$ cat src/rtl/fetch_pc_ctrl.sv
// fetch_pc_ctrl: next-PC scheduler arbitrating trap/branch/jump redirects against sequential fetch.
// Optional fetch halt state is built when FETCH_PC_CTRL_HALT_EN is defined.
module fetch_pc_ctrl #(
   parameter int unsigned         PC_WIDTH    = 64,
   parameter logic [PC_WIDTH-1:0] RESET_PC    = '0,
   parameter int unsigned         INSTR_BYTES = 4,
   parameter int unsigned         CNT_WIDTH   = 16
) (
   input  logic                 clk,
   input  logic                 rst,
`ifdef FETCH_PC_CTRL_HALT_EN
   input  logic                 halt_req_i,
   input  logic                 resume_i,
   output logic                 halted_o,
`endif
   input  logic [PC_WIDTH-1:0]  IF_pc_i,
   input  logic                 ID_ready_i,
   input  logic                 exc_req_i,
   input  logic [PC_WIDTH-1:0]  exc_pc_i,
   input  logic                 ex_br_req_i,
   input  logic [PC_WIDTH-1:0]  ex_br_pc_i,
   input  logic                 id_jmp_req_i,
   input  logic [PC_WIDTH-1:0]  id_jmp_pc_i,
   output logic [PC_WIDTH-1:0]  ifu_pc_next_o,
   output logic                 fetch_run_o,
   output logic                 flush_if_o,
   output logic                 flush_id_o,
   output logic [CNT_WIDTH-1:0] redirect_cnt_o
);
`ifdef FETCH_PC_CTRL_HALT_EN
   typedef enum logic [1:0] {BOOT, RUN, PEND, HALT} state_t;
`else
   typedef enum logic [1:0] {BOOT, RUN, PEND} state_t;
`endif
   state_t state, state_nxt;
   logic [1:0] in_cls, pend_cls, sel_cls;
   logic [PC_WIDTH-1:0] in_pc, pend_pc, sel_pc;
   logic apply;
   always_ff @(posedge clk or posedge rst)
      if (rst) state <= BOOT;
      else     state <= state_nxt;
   // Class 0 means no redirect; pending only overrides the incoming winner on class >= incoming.
   always_comb begin
      in_cls  = exc_req_i ? 2'd3 : ex_br_req_i ? 2'd2 : id_jmp_req_i ? 2'd1 : 2'd0;
      in_pc   = exc_req_i ? exc_pc_i : ex_br_req_i ? ex_br_pc_i : id_jmp_req_i ? id_jmp_pc_i
              : IF_pc_i + PC_WIDTH'(INSTR_BYTES);
      sel_cls = (in_cls > pend_cls) ? in_cls : pend_cls;
      sel_pc  = (in_cls > pend_cls || pend_cls == 2'd0) ? in_pc : pend_pc;
      apply   = (state == RUN || state == PEND) && sel_cls != 2'd0 && ID_ready_i;
   end
   always_comb begin
      state_nxt = state;
      case (state)
         BOOT: state_nxt = RUN;
         RUN: begin
            state_nxt = (sel_cls != 2'd0 && !ID_ready_i) ? PEND : RUN;
`ifdef FETCH_PC_CTRL_HALT_EN
            if (halt_req_i) state_nxt = HALT;
`endif
         end
         PEND: state_nxt = ID_ready_i ? RUN : PEND;
`ifdef FETCH_PC_CTRL_HALT_EN
         HALT: state_nxt = !resume_i ? HALT : (sel_cls != 2'd0) ? PEND : RUN;
`endif
         default: state_nxt = BOOT;
      endcase
   end
   always_comb begin
      fetch_run_o   = state == RUN || state == PEND;
`ifdef FETCH_PC_CTRL_HALT_EN
      halted_o      = state == HALT;
      ifu_pc_next_o = (state == BOOT) ? RESET_PC : (state == HALT) ? IF_pc_i : sel_pc;
`else
      ifu_pc_next_o = (state == BOOT) ? RESET_PC : sel_pc;
`endif
   end
   // The pending slot tracks the best redirect seen since the last apply; BOOT ignores requests.
   always_ff @(posedge clk or posedge rst)
      if (rst) begin
         pend_cls       <= 2'd0;
         pend_pc        <= '0;
         flush_if_o     <= 1'b0;
         flush_id_o     <= 1'b0;
         redirect_cnt_o <= '0;
      end else begin
         flush_if_o <= apply;
         flush_id_o <= apply && sel_cls[1];
         if (apply && !(&redirect_cnt_o)) redirect_cnt_o <= redirect_cnt_o + CNT_WIDTH'(1);
         if (state != BOOT) begin
            pend_cls <= apply ? 2'd0 : sel_cls;
            pend_pc  <= sel_pc;
         end
      end
endmodule

$ cat config.mk
export PLATFORM = sky130hd
export DESIGN_NAME = fetch_pc_ctrl
export DESIGN_NICKNAME = d
export VERILOG_FILES = /design/src/rtl/fetch_pc_ctrl.sv
export SDC_FILE = /design/constraint.sdc
export NUM_CORES = 1
export LEC_CHECK = 0
export ABC_AREA = 1
export ABC_CLOCK_PERIOD_IN_PS = 3500
export CAP_MARGIN = 20
export CORE_MARGIN = 5
export CORE_UTILIZATION = 45
export DETAILED_ROUTE_END_ITERATION = 10
export PLACE_DENSITY = 0.83
export SLEW_MARGIN = 40
export SYNTH_ARGS = -nofsm -noshare
export SYNTH_HDL_FRONTEND = slang
export SYNTH_SLANG_ARGS = --single-unit
$ cat constraint.sdc
create_clock -name clk -period 3.5 [get_ports clk]
set_input_delay 0.35 -clock clk [delete_from_list [all_inputs] [get_ports clk]]
set_output_delay 0.35 -clock clk [all_outputs]
set_load 0.01 [all_outputs]
==> results by group, run 1 <==
Job
  • Count of maximum capacitance violations: 0

STA
  • Slew headroom: 0.469
  • Share of the clock period used by the worst path after layout: 0.966
  • Hold violation count in the final report: 0
  • Clock skew after layout: 15.4 ps
  • Max-slew violations: 0
  • Top achievable clock speed: 296 MHz
  • Actual transition at the worst max-transition pin: 797 ps
  • Final Setup Violations: 0
  • Clock period minus final worst setup slack: 3380 ps

Critical path
  • Cells along the critical path: clkdlybuf4s50_1 -> clkinv_2 -> o21ai_1 -> inv_1 -> ha_1 -> nand2_1 -> o21ai_2 -> o21ai_4 -> inv_2 -> buf_12 -> a221oi_1 -> a21oi_1 -> buf_4 -> clkdlybuf4s50_1
  • Worst-path fanout max: 26
  • Type of element launching the critical path: input pin
  • Type of the setup path with the least slack: input pin to output pin
  • Critical Path Max Stage Delay: 530 ps
  • Highest-delay cell along the critical path: sky130_fd_sc_hd__clkdlybuf4s50_1
  • CP dominant cell by count: sky130_fd_sc_hd__clkdlybuf4s50_1
  • Element type at the critical path end: output pin
  • Bufs and invs on worst path: 7
  • Crit-path leading delay family: buffers and inverters
  • Data arrival time of the critical path: 3030 ps
  • Required time reported for the critical path endpoint: 3150 ps

GRT
  • Most congested layer reported by global routing: met2
  • Fraction of met3 tracks used by global routing: 0.0846
  • Pin count of the biggest net entering global routing: 95
  • Remaining global-route overflow: 0
  • Via count of the first global-routing pass: 10.7k
  • Overall routing resource usage: 0.346
  • Initial antenna violation count: 3
  • First-pass GRT wire length: 59,200 um
  • Grt met1 use: 0.466
  • Met2 global-route usage: 0.536

Synth
  • Yosys warning count: 0
  • Gate count after technology mapping: 1,470
  • Mean cell area of the mapped netlist: 5.82 um^2
  • Netlist cell types: 42
  • Combined area of all synthesized cells: 8550 um^2
  • Sequential element share of the synthesized area: 0.252
  • Post-Syn Nets: 1,741
  • Number of register bits inferred by synthesis: 86

Finish
  • Non-filler instance count after layout: 2,053
  • Area Overhead vs Synth: 50.3%
  • Final Instance Area: 12,900 um^2
  • Ratio of cells with drive above 1 in the final layout: 0.0804
  • Final nets: 2,082
  • Util after Layout: 0.687
  • Layout filler cell count: 1,670

Floorplanning
  • Num ports: 345
  • Row cnt: 50
  • Total Die Area: 21,900 um^2
  • DIE HEIGHT: 148 um
  • Core area: 18,700 um^2
  • Initial Utilization: 0.457
  • Die width: 148 um

Clock network
  • CTS root buffer: sky130_fd_sc_hd__clkbuf_16
  • TritonCTS buffer count: 9
  • Clk sinks: 86
  • Number of buffers on the longest clock path: 2
  • Worst-Skew Late Latency: 370 ps
  • TritonCTS clock tree: built
  • Htree depth: 3
  • Number of buffers inserted to repair setup after CTS: 0
  • Clock transition at the register clock pins on the worst setup and hold paths after CTS: 70 ps

Power and ir drop
  • PwrDens: 667 nW/um^2
  • Reported leakage power: 6.20 nW
  • Worst vdd rail ir drop: 0.787 mV

Status
  • Outcome: finished, final reports clean

Min path
  • Path class of the lowest-slack min-delay path: input pin to asynchronous set/reset pin

Routing
  • Routed length per placed instance: 19.2 um
  • DR pass1 iterations: 6
  • Routed via count divided by cell count: 5.41
  • Wire length after detailed routing: 39,400 um
  • Via count: 11.1k
  • Antenna violation net count after detailed routing: 0
  • Violation count after the first detailed-routing iteration: 973
  • Number of remaining DRC errors: 0

Placed design
  • Placed Instances: 2,033
  • Half-perimeter wire length after detailed placement: 30,700 um
  • Placed Instance Area: 12,500 um^2
  • Buffers added on ports: 344
  • Final GP Congestion: 1.04
-- cell usage after synthesis, drive strengths merged --
cell type	count	share of area
xor2	27	0.028
nor2	217	0.11
or3	1	0.00073
buf	16	0.0089
mux2	3	0.0039
a221oi	26	0.027
nor4	4	0.0029
nor3	7	0.0041
dfrtp	86	0.25
o22ai	2	0.0015
a211oi	1	0.00088
a31oi	1	0.00073
o21ai	107	0.063
o2111ai	2	0.0020
a21oi	48	0.028
nand2	512	0.23
inv	181	0.079
and2	2	0.0015
a22o	1	0.0010
nand3b	1	0.00088
nand4	20	0.015
a21o	6	0.0053
or4	1	0.00088
nand3	66	0.040
nand2b	4	0.0029
clkbuf	48	0.021
xnor2	17	0.017
ha	9	0.013
o211ai	27	0.024
or2	27	0.020
-- power breakdown --
group	switching, mW	internal [mW]
clock	0.472	0.565
combinational	3.22	2.55
sequential	0.279	1.48
total	3.97	4.60
-- kinds of logic after synthesis --
kind of cell    after synthesis  synth area share
buf+inv                     245             0.109
flops                        86             0.252
simple gates                862             0.424
compound gates              221             0.153
fa+ha+maj                     9            0.0132
mux                           3           0.00395
xor+xnor                     44            0.0451
-- layer usage --
metal | vias up | wire [um] | share of wire
met3 | 100 | 3740 | 0.095
met1 | 5098 | 16500 | 0.42
met4 | 0 | 1520 | 0.039
met2 | 576 | 17700 | 0.45
li1 | 5339 | - | -
met5 | - | 0 | 0
-- stage by stage --
step                      setup TNS, ps  power [mW]  setup WS, ps  hold slack [ps]
after floorplan                       0        4.66           903              441
after global placement                0        7.22           119              456
after detailed placement              0        7.33           104              460
after CTS                             0        8.42          78.2              455
after global routing              -59.9        9.21         -32.0              483
final                                 0        8.57           119              420
-- final cells by class --
class	instances	area, um^2	area share
inverter	181	682	0.0531
tap	234	293	0.0228
antenna	3	7.51	0.000584
clock inverter	7	77.6	0.00604
timing repair buffer	394	3900	0.303
sequential	86	2150	0.167
clock buffer	9	225	0.0175
multi-input combinational	1139	5520	0.429
-- worst paths after layout --
kind | start | endpoint | slack [ps] | depth (start not counted)
worst min register to register | pend_pc[52]$_DFFE_PP0P_ | pend_pc[52]$_DFFE_PP0P_ | 480 | 2
worst max-delay path | id_jmp_req_i | ifu_pc_next_o[15] | 120 | 14
worst max register to register | pend_cls[1]$_DFFE_PP0P_ | redirect_cnt_o[6]$_DFFE_PP0P_ | 1060 | 15
worst min-delay path | rst | pend_pc[34]$_DFFE_PP0P_ | 420 | 2
min in group clk | pend_pc[52]$_DFFE_PP0P_ | pend_pc[52]$_DFFE_PP0P_ | 480 | 2
max in group asynchronous | rst | redirect_cnt_o[9]$_DFFE_PP0P_ | 2350 | 3
-- flip-flops by register name, indices dropped and copies added, names as in the netlist --
register,count
state,2
flush_if_o,1
pend_pc,64
redirect_cnt_o,16
flush_id_o,1
pend_cls,2
-- cell usage in the layout (no fill, tap or decap), types with 4 or more instances in the layout --
cell type                         instances
sky130_fd_sc_hd__nand3_1                 65
sky130_fd_sc_hd__clkinv_2                 4
sky130_fd_sc_hd__o21ai_1                 20
sky130_fd_sc_hd__buf_4                   44
sky130_fd_sc_hd__nor2_2                  13
sky130_fd_sc_hd__xor2_1                  27
sky130_fd_sc_hd__nand2_1                499
sky130_fd_sc_hd__nor3_1                   7
sky130_fd_sc_hd__inv_1                  173
sky130_fd_sc_hd__or2_2                   27
sky130_fd_sc_hd__a21oi_1                 48
sky130_fd_sc_hd__nand2b_1                 4
sky130_fd_sc_hd__clkbuf_16               10
sky130_fd_sc_hd__a221oi_1                24
sky130_fd_sc_hd__nor4_1                   4
sky130_fd_sc_hd__o211ai_1                27
sky130_fd_sc_hd__inv_2                    6
sky130_fd_sc_hd__nor2_1                 194
sky130_fd_sc_hd__a21o_1                   6
sky130_fd_sc_hd__nor2_4                   9
sky130_fd_sc_hd__xnor2_1                 17
sky130_fd_sc_hd__nand4_1                 20
sky130_fd_sc_hd__clkdlybuf4s50_1        339
sky130_fd_sc_hd__dfrtp_1                 86
sky130_fd_sc_hd__o21ai_0                 85
sky130_fd_sc_hd__ha_1                     8
sky130_fd_sc_hd__nand2_2                 11
-- timing repair --
item	in CTS	in global routing
setup endpoints to repair	0	54
hold buffers	0	0
gates resized for setup	0	19
No activity file was read; power rests on OpenSTA's default activity.
==> inputs of run 2 (changes only) <==
==> constraint.sdc (replaced) <==
create_clock -name clk -period 3.5 [get_ports clk]
set_input_delay 0.525 -clock clk [delete_from_list [all_inputs] [get_ports clk]]
set_output_delay 0.525 -clock clk [all_outputs]
set_load 0.01 [all_outputs]
==> run 2 against run 1 <==
Net effect:
- die area unchanged
- sequential share of layout area down 1.7 points
- global-route usage up 2.7 points
==> results by group, run 2 (synthesis gave the netlist of run 1 again) <==
Power and ir drop
  • Worst vdd rail ir drop: 0.542 mV (-31%)
  • Reported leakage power: 7.37 nW (+19%)
  • Final total power: 8.76 mW (+2.2%)
  • PwrDens: 610 nW/um^2 (-8.5%)

GRT
  • Remaining global-route overflow: 0 (unchanged)
  • Initial antenna violation count: 6 (+3)
  • Via count of the first global-routing pass: 11.6k (+8.1%)
  • First-pass GRT wire length: 64,000 um (+8.0%)
  • Overall routing resource usage: 0.372 (+0.0269)
  • Pin count of the biggest net entering global routing: 68 (-28%)

Finish
  • Layout filler cell count: 1,499 (-10%)
  • Area Overhead vs Synth: 67.8%
  • Flip-flop count of the largest register, all copies and words added: 64 (unchanged)
  • Top library cells by usage in the layout, fill and taps aside: sky130_fd_sc_hd__nand2_1, sky130_fd_sc_hd__clkdlybuf4s50_1, sky130_fd_sc_hd__buf_4
  • Ratio of cells with drive above 1 in the final layout: 0.179 (+0.0984)
  • Util after Layout: 0.767 (+0.0801)
  • Largest registers: pend_pc (64), redirect_cnt_o (16)
  • Final nets: 2,235 (+7.3%)
  • Most common cell after layout, fill and taps aside: sky130_fd_sc_hd__nand2_1
  • Most flops, register: pend_pc
  • Non-filler instance count after layout: 2,209 (+7.6%)

Routing
  • Number of remaining DRC errors: 0 (unchanged)
  • Routed via count divided by cell count: 5.42 (about the same)
  • Violation count after the first detailed-routing iteration: 1,152 (+18%)
  • Wire length after detailed routing: 42,300 um (+7.2%)
  • Routed length per placed instance: 19.1 um (-0.37%)
  • Antenna violation net count after detailed routing: 0 (unchanged)
  • DR pass1 iterations: 7 (+1)
  • Via count: 12.0k (+7.7%)

STA
  • Clock period minus final worst setup slack: 3470 ps (+86.9 ps)
  • Slew headroom: 0.465 (-0.00421)
  • Share of the clock period used by the worst path after layout: 0.991 (+0.0248)
  • Setup repair after global routing missed its margin: true
  • Actual transition at the worst max-transition pin: 803 ps (+6.31 ps)
  • Top achievable clock speed: 288 MHz (-2.5%)
  • Final Setup Violations: 0 (unchanged)
  • Max-slew violations: 0 (unchanged)
  • Hold violation count in the final report: 0 (unchanged)
  • Sum of negative setup slack: 0 ps (unchanged)
  • Post-route worst hold slack: 479 ps (+59.0 ps)
  • Clock skew after layout: 8.97 ps (-6.42 ps)

Floorplanning
  • Total Die Area: 21,900 um^2 (unchanged)
  • Initial Utilization: 0.457 (unchanged)
  • Core area: 18,700 um^2 (unchanged)
  • Num ports: 345 (unchanged)
  • Row cnt: 50 (unchanged)
  • Die width: 148 um (unchanged)
  • DIE HEIGHT: 148 um (unchanged)

Critical path
  • Data arrival time of the critical path: 2940 ps (-90 ps)
  • Critical Path Max Stage Delay: 550 ps (+20 ps)
  • Bufs and invs on worst path: 5 (-2)
  • CP dominant cell by count: sky130_fd_sc_hd__nand2_1
  • Type of element launching the critical path: input pin
  • Cells along the critical path: clkdlybuf4s50_1 -> nand2_1 -> nor2_1 -> nand2_2 -> buf_4 -> inv_1 -> nand2_1 -> nor2_1 -> nand3_1 -> nand3_1 -> nand2_2 -> nand2_1 -> nand2_1 -> nand2_1 -> nand2_1 -> inv_1 -> clkdlybuf4s50_1
  • Type of the setup path with the least slack: input pin to output pin
  • Required time reported for the critical path endpoint: 2970 ps (-180 ps)
  • Worst-path fanout max: 3 (-88%)
  • Highest-delay cell along the critical path: sky130_fd_sc_hd__clkdlybuf4s50_1
  • Element type at the critical path end: output pin
  • Crit-path leading delay family: buffers and inverters

Clock network
  • Clk sinks: 86 (unchanged)
  • TritonCTS buffer count: 9 (unchanged)
  • Htree depth: 3 (unchanged)
  • TritonCTS clock tree: built
  • CTS root buffer: sky130_fd_sc_hd__clkbuf_16
  • Number of buffers on the longest clock path: 2 (unchanged)
  • Worst-Skew Late Latency: 360 ps (about the same)
  • Clock transition at the register clock pins on the worst setup and hold paths after CTS: 60 ps (about the same)

Min path
  • Path class of the lowest-slack min-delay path: register to register

Job
  • Count of maximum capacitance violations: 0 (unchanged)

Placed design
  • Half-perimeter wire length after detailed placement: 32,300 um (+5.0%)
  • Placed Instances: 2,172 (+6.8%)
  • Buffers added on ports: 344 (unchanged)
  • Final GP Congestion: 0.981 (-5.2%)

Status
  • Outcome: finished, final reports clean
==> run 2: through the flow <==
stage / cell area [um^2] / setup WS, ps
2_1_floorplan: 8550 / 553
3_3_place_gp: 13500 / -190
3_5_place_dp: 13500 / -225
4_1_cts: 14100 / 9.02
5_1_grt: 14400 / -169
6_report: 14400 / 32.2
==> run 2: path summary, 6_finish.rpt <==
kind | start | endpoint | slack (ps) | depth (start not counted)
setup / recovery | IF_pc_i[28] | ifu_pc_next_o[63] | 30 | 17
hold / removal | pend_pc[29]$_DFFE_PP0P_ | pend_pc[29]$_DFFE_PP0P_ | 480 | 2
setup reg to reg | pend_cls[1]$_DFFE_PP0P_ | redirect_cnt_o[10]$_DFFE_PP0P_ | 1040 | 14
hold reg to reg | pend_pc[29]$_DFFE_PP0P_ | pend_pc[29]$_DFFE_PP0P_ | 480 | 2
max in group asynchronous | rst | pend_pc[61]$_DFFE_PP0P_ | 2370 | 3
min in group asynchronous | rst | pend_pc[5]$_DFFE_PP0P_ | 540 | 2
==> run 2: power by group <==
group          total (mW)  switching (mW)  internal [mW]  leakage (nW)
logic                5.95            3.34           2.61          6.17
clock network        1.04           0.455          0.585         0.156
registers            1.76           0.282           1.48          1.04
==> run 2: metal layers <==
metal / vias up / GRT usage / wire (um)
met5: - / 0 / 0
met4: 0 / 0.139 / 1580
li1: 5631 / - / -
met1: 5555 / 0.498 / 17000
met3: 109 / 0.0898 / 4230
met2: 674 / 0.587 / 19500
==> run 2: timing repair <==
action | CTS | global route
hold buffers | 0 | 0
gates resized for setup | 93 | 68
pin swaps | 6 | 8
buffers inserted | 6 | 6
endpoints found under the setup margin | 64 | 53
endpoints found under the hold margin | 0 | 0
cloned | 3 | 0
==> run 2: area by class of cell <==
class,instances,area (um^2),area share
inverter,181,686,0.0478
multi-input combinational,1139,5770,0.402
sequential,86,2150,0.150
tap,234,293,0.0204
timing repair buffer,547,5130,0.357
clock inverter,6,72.6,0.00506
clock buffer,10,239,0.0167
antenna,6,15.0,0.00105
==> run 2: worst register-to-register path, cell delays in order, from the launching register on <==
cell	delay, ps
sky130_fd_sc_hd__dfrtp_1	390
sky130_fd_sc_hd__inv_1	100
sky130_fd_sc_hd__ha_1	310
sky130_fd_sc_hd__inv_1	70
sky130_fd_sc_hd__nor2_2	40
sky130_fd_sc_hd__o21ai_2	170
sky130_fd_sc_hd__buf_4	150
sky130_fd_sc_hd__o21ai_1	90
sky130_fd_sc_hd__nand2_1	90
sky130_fd_sc_hd__nand2_1	60
sky130_fd_sc_hd__inv_2	70
sky130_fd_sc_hd__nand2_2	190
sky130_fd_sc_hd__nor2_1	300
sky130_fd_sc_hd__nand2_1	140
sky130_fd_sc_hd__xor2_1	160
